## src/rtl/id_ex_stage.sv

```systemverilog
// ID/EX pipeline register for the 3-stage RV32I core: load-use hazard
// detection, bubble insertion on flush/hazard, and a saturating bubble counter.
module id_ex_stage #(
  parameter int unsigned          XLEN     = 32,
  parameter int unsigned          CTRL_W   = 16,
  parameter logic [31:0]          NOP_INST = 32'h0000_0013,
  parameter logic [31:0]          CNT_INIT = 32'h0000_0000
) (
  input  logic              clk_i,
  input  logic              rst_i,
  input  logic              id_valid_i,
  input  logic [31:0]       id_inst_i,
  input  logic [XLEN-1:0]   id_pc_i,
  input  logic [CTRL_W-1:0] id_ctrl_i,
  input  logic [XLEN-1:0]   id_rs1_data_i,
  input  logic [XLEN-1:0]   id_rs2_data_i,
  input  logic              ex_stall_i,
  input  logic              flush_i,
  output logic              stall_o,
  output logic              ex_valid_o,
  output logic [31:0]       ex_inst_o,
  output logic [XLEN-1:0]   ex_pc_o,
  output logic [CTRL_W-1:0] ex_ctrl_o,
  output logic [XLEN-1:0]   ex_rs1_data_o,
  output logic [XLEN-1:0]   ex_rs2_data_o,
  output logic [31:0]       bubble_cnt_o
);

  localparam logic [6:0] OP_LUI    = 7'b0110111;
  localparam logic [6:0] OP_AUIPC  = 7'b0010111;
  localparam logic [6:0] OP_JAL    = 7'b1101111;
  localparam logic [6:0] OP_RTYPE  = 7'b0110011;
  localparam logic [6:0] OP_STORE  = 7'b0100011;
  localparam logic [6:0] OP_BRANCH = 7'b1100011;

  logic              ex_valid_reg;
  logic [31:0]       ex_inst_reg;
  logic [XLEN-1:0]   ex_pc_reg;
  logic [CTRL_W-1:0] ex_ctrl_reg;
  logic [XLEN-1:0]   ex_rs1_data_reg;
  logic [XLEN-1:0]   ex_rs2_data_reg;
  logic [31:0]       bubble_cnt_reg;

  logic       ex_is_load;
  logic [4:0] ex_rd;
  logic [6:0] id_opcode;
  logic [4:0] id_rs1;
  logic [4:0] id_rs2;
  logic       uses_rs1;
  logic       uses_rs2;
  logic       hazard;
  logic       load_bubble;
  logic       count_bubble;

  always_comb begin
    id_opcode  = id_inst_i[6:0];
    id_rs1     = id_inst_i[19:15];
    id_rs2     = id_inst_i[24:20];
    ex_rd      = ex_inst_reg[11:7];
    ex_is_load = ex_valid_reg & ex_ctrl_reg[0] & (ex_ctrl_reg[13:12] == 2'b00);
    uses_rs1   = (id_opcode != OP_LUI) & (id_opcode != OP_AUIPC) & (id_opcode != OP_JAL);
    uses_rs2   = (id_opcode == OP_RTYPE) | (id_opcode == OP_STORE) | (id_opcode == OP_BRANCH);
    hazard     = id_valid_i & ex_is_load & (ex_rd != 5'd0) &
                 ((uses_rs1 & (id_rs1 == ex_rd)) | (uses_rs2 & (id_rs2 == ex_rd)));
    // A flushed ID instruction is dead, so its hazard must not hold fetch.
    stall_o      = ex_stall_i | (hazard & ~flush_i);
    load_bubble  = flush_i | hazard;
    count_bubble = load_bubble & id_valid_i;
  end

  always_ff @(posedge clk_i or posedge rst_i) begin
    if (rst_i) begin
      ex_valid_reg    <= 1'b0;
      ex_inst_reg     <= NOP_INST;
      ex_pc_reg       <= '0;
      ex_ctrl_reg     <= '0;
      ex_rs1_data_reg <= '0;
      ex_rs2_data_reg <= '0;
      bubble_cnt_reg  <= CNT_INIT;
    end else if (!ex_stall_i) begin
      if (load_bubble) begin
        ex_valid_reg    <= 1'b0;
        ex_inst_reg     <= NOP_INST;
        ex_pc_reg       <= id_pc_i;
        ex_ctrl_reg     <= '0;
        ex_rs1_data_reg <= '0;
        ex_rs2_data_reg <= '0;
      end else begin
        ex_valid_reg    <= id_valid_i;
        ex_inst_reg     <= id_valid_i ? id_inst_i : NOP_INST;
        ex_pc_reg       <= id_pc_i;
        ex_ctrl_reg     <= id_valid_i ? id_ctrl_i : '0;
        ex_rs1_data_reg <= id_rs1_data_i;
        ex_rs2_data_reg <= id_rs2_data_i;
      end
      if (count_bubble && (bubble_cnt_reg != 32'hFFFF_FFFF)) begin
        bubble_cnt_reg <= bubble_cnt_reg + 32'd1;
      end
    end
  end

  assign ex_valid_o    = ex_valid_reg;
  assign ex_inst_o     = ex_inst_reg;
  assign ex_pc_o       = ex_pc_reg;
  assign ex_ctrl_o     = ex_ctrl_reg;
  assign ex_rs1_data_o = ex_rs1_data_reg;
  assign ex_rs2_data_o = ex_rs2_data_reg;
  assign bubble_cnt_o  = bubble_cnt_reg;

endmodule
```

## config.mk

```make
export PLATFORM = sky130hd
export DESIGN_NAME = id_ex_stage
export DESIGN_NICKNAME = d
export VERILOG_FILES = /design/src/rtl/id_ex_stage.sv
export SDC_FILE = /design/constraint.sdc
export NUM_CORES = 1
export LEC_CHECK = 0
export ABC_AREA = 0
export BUFFER_PORTS_ARGS = -buffer_cell sky130_fd_sc_hd__buf_2
export CAP_MARGIN = 20
export CORE_MARGIN = 10
export CORE_UTILIZATION = 42
export CTS_BUF_LIST = sky130_fd_sc_hd__clkbuf_16
export DETAILED_ROUTE_END_ITERATION = 10
export PLACE_DENSITY = 0.8
export SYNTH_ARGS = -nofsm -noshare
export SYNTH_HDL_FRONTEND = slang
export SYNTH_SLANG_ARGS = --single-unit
export TNS_END_PERCENT = 1
```

## constraint.sdc

```tcl
create_clock -name clk_i -period 10.5 [get_ports clk_i]
set_input_delay 1.575 -clock clk_i [delete_from_list [all_inputs] [get_ports clk_i]]
set_output_delay 1.575 -clock clk_i [all_outputs]
set_load 0.02 [all_outputs]
```

---- Word-level counts from Yosys, hierarchy flattened ----
Cells that the tools add are included.
cells by class
  $add $sub $neg .......................... 1
  equal/unequal tests ..................... 9
  multiplexer cells ....................... 7
  bitwise logic cells ..................... 18
  reduce and logical (&&, ||, !) cells .... 4
operators by type and width
  cell                                            count
  two-way mux 32 bit                              4
  adder 32 x 1 -> 32 bit (second input constant)  1
  two-way mux 16 bit                              2
  != test 32 bit (second input constant)          1
  == test 7 x 6 -> 1 bit (second input constant)  2
  bitwise AND 1 bit                               11
  == test 5 bit                                   2
  == test 7 bit (second input constant)           1
  != test 7 x 5 -> 1 bit (second input constant)  1
  != test 7 x 6 -> 1 bit (second input constant)  1
  != test 7 bit (second input constant)           1
  bitwise OR 1 bit                                5
  nonzero test 5 bit                              1
  logical NOT 2 bit                               1
  NOT 1 bit                                       2
  AND reduction 2 bit                             1
  logical AND 1 bit                               1
  two-way mux 1 bit                               1
storage, ports and cells
  register bits after elaboration ......... 177
  bits of input ports ..................... 149
  output and inout port bits .............. 178

---- Longest topological paths before layout ----
  depth after elaboration ................. 10
  mapped depth ............................ 8
  mapped depth without buffers ............ 7

---- Least setup slack after synthesis ----
No wires, ideal clock.
  path kind ............................... input port to output port
  start ................................... input id_valid_i
  end ..................................... output stall_o
  data arrival time ....................... 2,890 ps
  data required time ...................... 8,925 ps
  slack ................................... 6,035 ps
  stages .................................. 5
  path through ............................ and4bb_2 > o211ai_4 > nor4_4 > nor2_1 > o21bai_1
on the way
  longest elaborated chain between the ends .. 5
ends and longest elaborated chain
  element                          RTL line  text
  start, declared                  11        input logic id_valid_i,
  bitwise AND 1 bit (3 in series)  63        hazard = id_valid_i & ex_is_load & (ex_rd != 5'd0) &
  bitwise AND 1 bit                66        stall_o = ex_stall_i | (hazard & ~flush_i);
  bitwise OR 1 bit                 66
  end, declared                    19        output logic stall_o,
Every way passes these cells.

---- Final worst setup path ----
Ends and elaborated chain as after synthesis.

==> results.sh <==
export IMPL_synth_avg_cell_area_um2=13.8
export IMPL_most_common_layout_cells="buf_2 (325), dfrtp_1 (174), a22o_1 (109)"
export IMPL_via_per_inst=5.17
export IMPL_cts_sinks=177
export IMPL_num_vias=5517
export IMPL_sequentialPowerShare_pct=45.8
export IMPL_clk_pin_slew_worst_paths_ns=0.06
export IMPL_syn_inst=516
export IMPL_htree_levels=4
export IMPL_cp_max_fo=4
export IMPL_slew_headroom_pct=36.4
export IMPL_route_detailed_drc=0
export IMPL_p_clk_share_pct=38.7
export IMPL_max_freq_ghz=0.216
export IMPL_grt_usage_pct=17.5
export IMPL_place_gp_congestion=0.866
export IMPL_pre_cts_ws_ns=5.85
export IMPL_worstHoldStart="ex_inst_o[4]$_DFFE_PP1N_"
export IMPL_grt_antenna_before_repair=1
export IMPL_async_reset_ff_share_pct=100
export IMPL_post_cts_resized=0
export IMPL_antenna_left=0
export IMPL_core_um2=16600
export IMPL_status="complete, no violations"
export IMPL_reg2reg_depth=7
export IMPL_grt_pass1_vias=5611
export IMPL_crit_arrival_ns=3.06
export IMPL_fin_crit_ns=4.64
export IMPL_synth_warnings=0
export IMPL_io_pins=327
export IMPL_cts_hold_fix_buffers=0
export IMPL_r2r_start="bubble_cnt_o[0]$_DFFE_PP0P_"
export IMPL_fin_crit_sh_pct=44.2
export IMPL_timing_rr_end="bubble_cnt_o[1]$_DFFE_PP0P_"
export IMPL_dr_pass1_iters=4
export IMPL_final_common_cell="buf_2"
export IMPL_ir_worst_vdd_v=0.000120
export IMPL_combPwrFrac_pct=15.5
export IMPL_power_mw=1.68
export IMPL_hp_class="register to register"
export IMPL_clk_path_buf_depth=2
export IMPL_cts_root_buf="clkbuf_16"
export IMPL_hold_path_end="ex_inst_o[4]$_DFFE_PP1N_"
export IMPL_powerDensity_nw_per_um2=178
export IMPL_synth_seq_cells=177
export IMPL_die_y_um=150
export IMPL_synthToLayoutAreaGrowth_pct=33.1
export IMPL_rows=47
export IMPL_swShare_pct=27.8
export IMPL_fin_setup_tns_ns=0
export IMPL_hold_path_depth=2
export IMPL_cts_buffers=17
export IMPL_wl_um=20800
export IMPL_die_area_um2=22600
export IMPL_grt_pass1_wl_um=31400
export IMPL_switchingPower_uw=469
export IMPL_synth_seq_area_share_pct=62.2
export IMPL_synth_edf_count=0
export IMPL_syn_area_um2=7130
export IMPL_finalSetupViolations=0
export IMPL_cts_tree="done"
export IMPL_layout_nets=984
export IMPL_setup_worst_path_end_class="output port"
export IMPL_rsz0062_at_grt="false"
export IMPL_fin_skew_ns=0.0160
export IMPL_final_max_slew_viol_count=0
export IMPL_required_ns=8.93
export IMPL_leakagePower_nw=5.01
export IMPL_avgRoutedWirePerCell_um=19.4
export IMPL_postCtsSetupBuffers=0
export IMPL_setup_ws_ns=5.86
export IMPL_ys_types=41
export IMPL_drive_above_1_share_pct=48.3
export IMPL_die_w_um=150
export IMPL_start_util_pct=43.0
export IMPL_synth_fp_nets=666
export IMPL_path_class="input pin to output port"
export IMPL_r2r_slack_ns=7.71
export IMPL_startpoint_type="input pin"
export IMPL_grt_max_degree=103
export IMPL_hold_violations=0
export IMPL_cap_violations=0
export IMPL_p_int_mw=1.22
export IMPL_grt_overflow=0
export IMPL_drt_iter0_markers=220
export IMPL_hpwl_um=15600
export IMPL_clk_latency_ns=0.42
export IMPL_io_buffers=326
export IMPL_synth_ff_type="dfrtp_1"
export IMPL_worst_pin_slew_ns=0.954
==> flip-flops by register name (all words and copies together), names as in the netlist <==
register and flops:
ex_rs2_data_o 32, ex_inst_o 32, bubble_cnt_o 32, ex_valid_o 1, ex_rs1_data_o 32, ex_pc_o 32, ex_ctrl_o 16
==> how the worst max path moves through the flow <==
stage          slack (ns)                     endpoint  startpoint  cells after the start
3_5_place_dp         5.85                      stall_o  id_valid_i                      7
3_3_place_gp         5.91                      stall_o  id_valid_i                      7
4_1_cts              5.85                      stall_o  id_valid_i                      7
6_report             5.86                      stall_o  id_valid_i                      7
5_1_grt              5.77                      stall_o  id_valid_i                      7
2_1_floorplan        4.13  bubble_cnt_o[0]$_DFFE_PP0P_       rst_i                      1
==> synthesized netlist by cell type, types with 2 or more instances <==
master,count,area share (%)
dfrtp_1,174,61
a22o_1,109,13
mux2_2,32,5.1
xor2_1,24,2.9
nand2_1,22,1.2
nor3_1,20,1.4
xnor2_1,17,2.1
nand3_1,15,1.1
clkbuf_1,12,0.63
buf_6,10,1.6
nand4_1,8,0.70
nor2_1,8,0.42
nor4_1,8,0.70
inv_1,7,0.37
buf_2,5,0.35
nor4_4,4,1.2
or3_1,4,0.35
a2bb2oi_1,3,0.37
buf_4,3,0.32
dfstp_2,3,1.1
nand2b_1,3,0.26
and3_1,2,0.18
and4_1,2,0.25
buf_1,2,0.11
nor3b_1,2,0.21
or4b_1,2,0.28
==> metrics by stage <==
stage | utilization [%] | cell area, um^2 | hold slack [ns] | cells
2_1_floorplan | - | 7130 | 0.497 | 516
3_3_place_gp | 53.4 | 8860 | 0.450 | 1034
3_5_place_dp | 53.4 | 8860 | 0.457 | 1034
4_1_cts | 57.1 | 9470 | 0.468 | 1066
5_1_grt | 57.2 | 9480 | 0.483 | 1067
6_report | 57.2 | 9490 | 0.467 | 1068
==> routing by layer <==
| metal | routed length (um) | GRT usage, % | vias up |
|---|---|---|---|
| li1 | - | - | 2569 |
| met1 | 7890 | 20.7 | 2679 |
| met2 | 10400 | 29.3 | 245 |
| met3 | 2150 | 6.48 | 24 |
| met4 | 348 | 5.30 | 0 |
| met5 | 0 | 0 | - |
==> power groups by stage <==
stage          clock network [mW]  logic [mW]  registers [mW]
2_1_floorplan                   0      0.0908           0.844
3_3_place_gp                    0       0.261           0.781
3_5_place_dp                    0       0.266           0.783
4_1_cts                     0.665       0.266           0.771
5_1_grt                     0.695       0.282           0.778
6_report                    0.652       0.261           0.772
==> kinds of logic after synthesis <==
kind of cell | Yosys count | synth area share (%)
AO/OA/AOI/OAI | 116 | 14.6
XOR/XNOR | 41 | 5.04
adder cells (fa/ha/maj) | 1 | 0.176
buffers and inverters | 39 | 3.35
flip-flops | 177 | 62.2
multiplexers | 33 | 5.21
AND/OR/NAND/NOR | 109 | 9.46
==> critical path, cell delays in order <==
cell	delay (ns)
buf_2	0.09
and4bb_2	0.29
o211ai_4	0.12
nor4_4	0.54
nor2_1	0.10
o21bai_1	0.15
buf_2	0.20
==> cell type report <==
type                    instances  area [um^2]
clock inverters                15          184
clock buffers                  17          425
well taps                     220          275
flip-flops and latches        177         4430
fillers                      1385         7100
multi-input cells             300         2450
diodes                          1         2.50
inverters                       7         31.3
repair buffers                331         1680
Power figures use the tool's default switching activity.
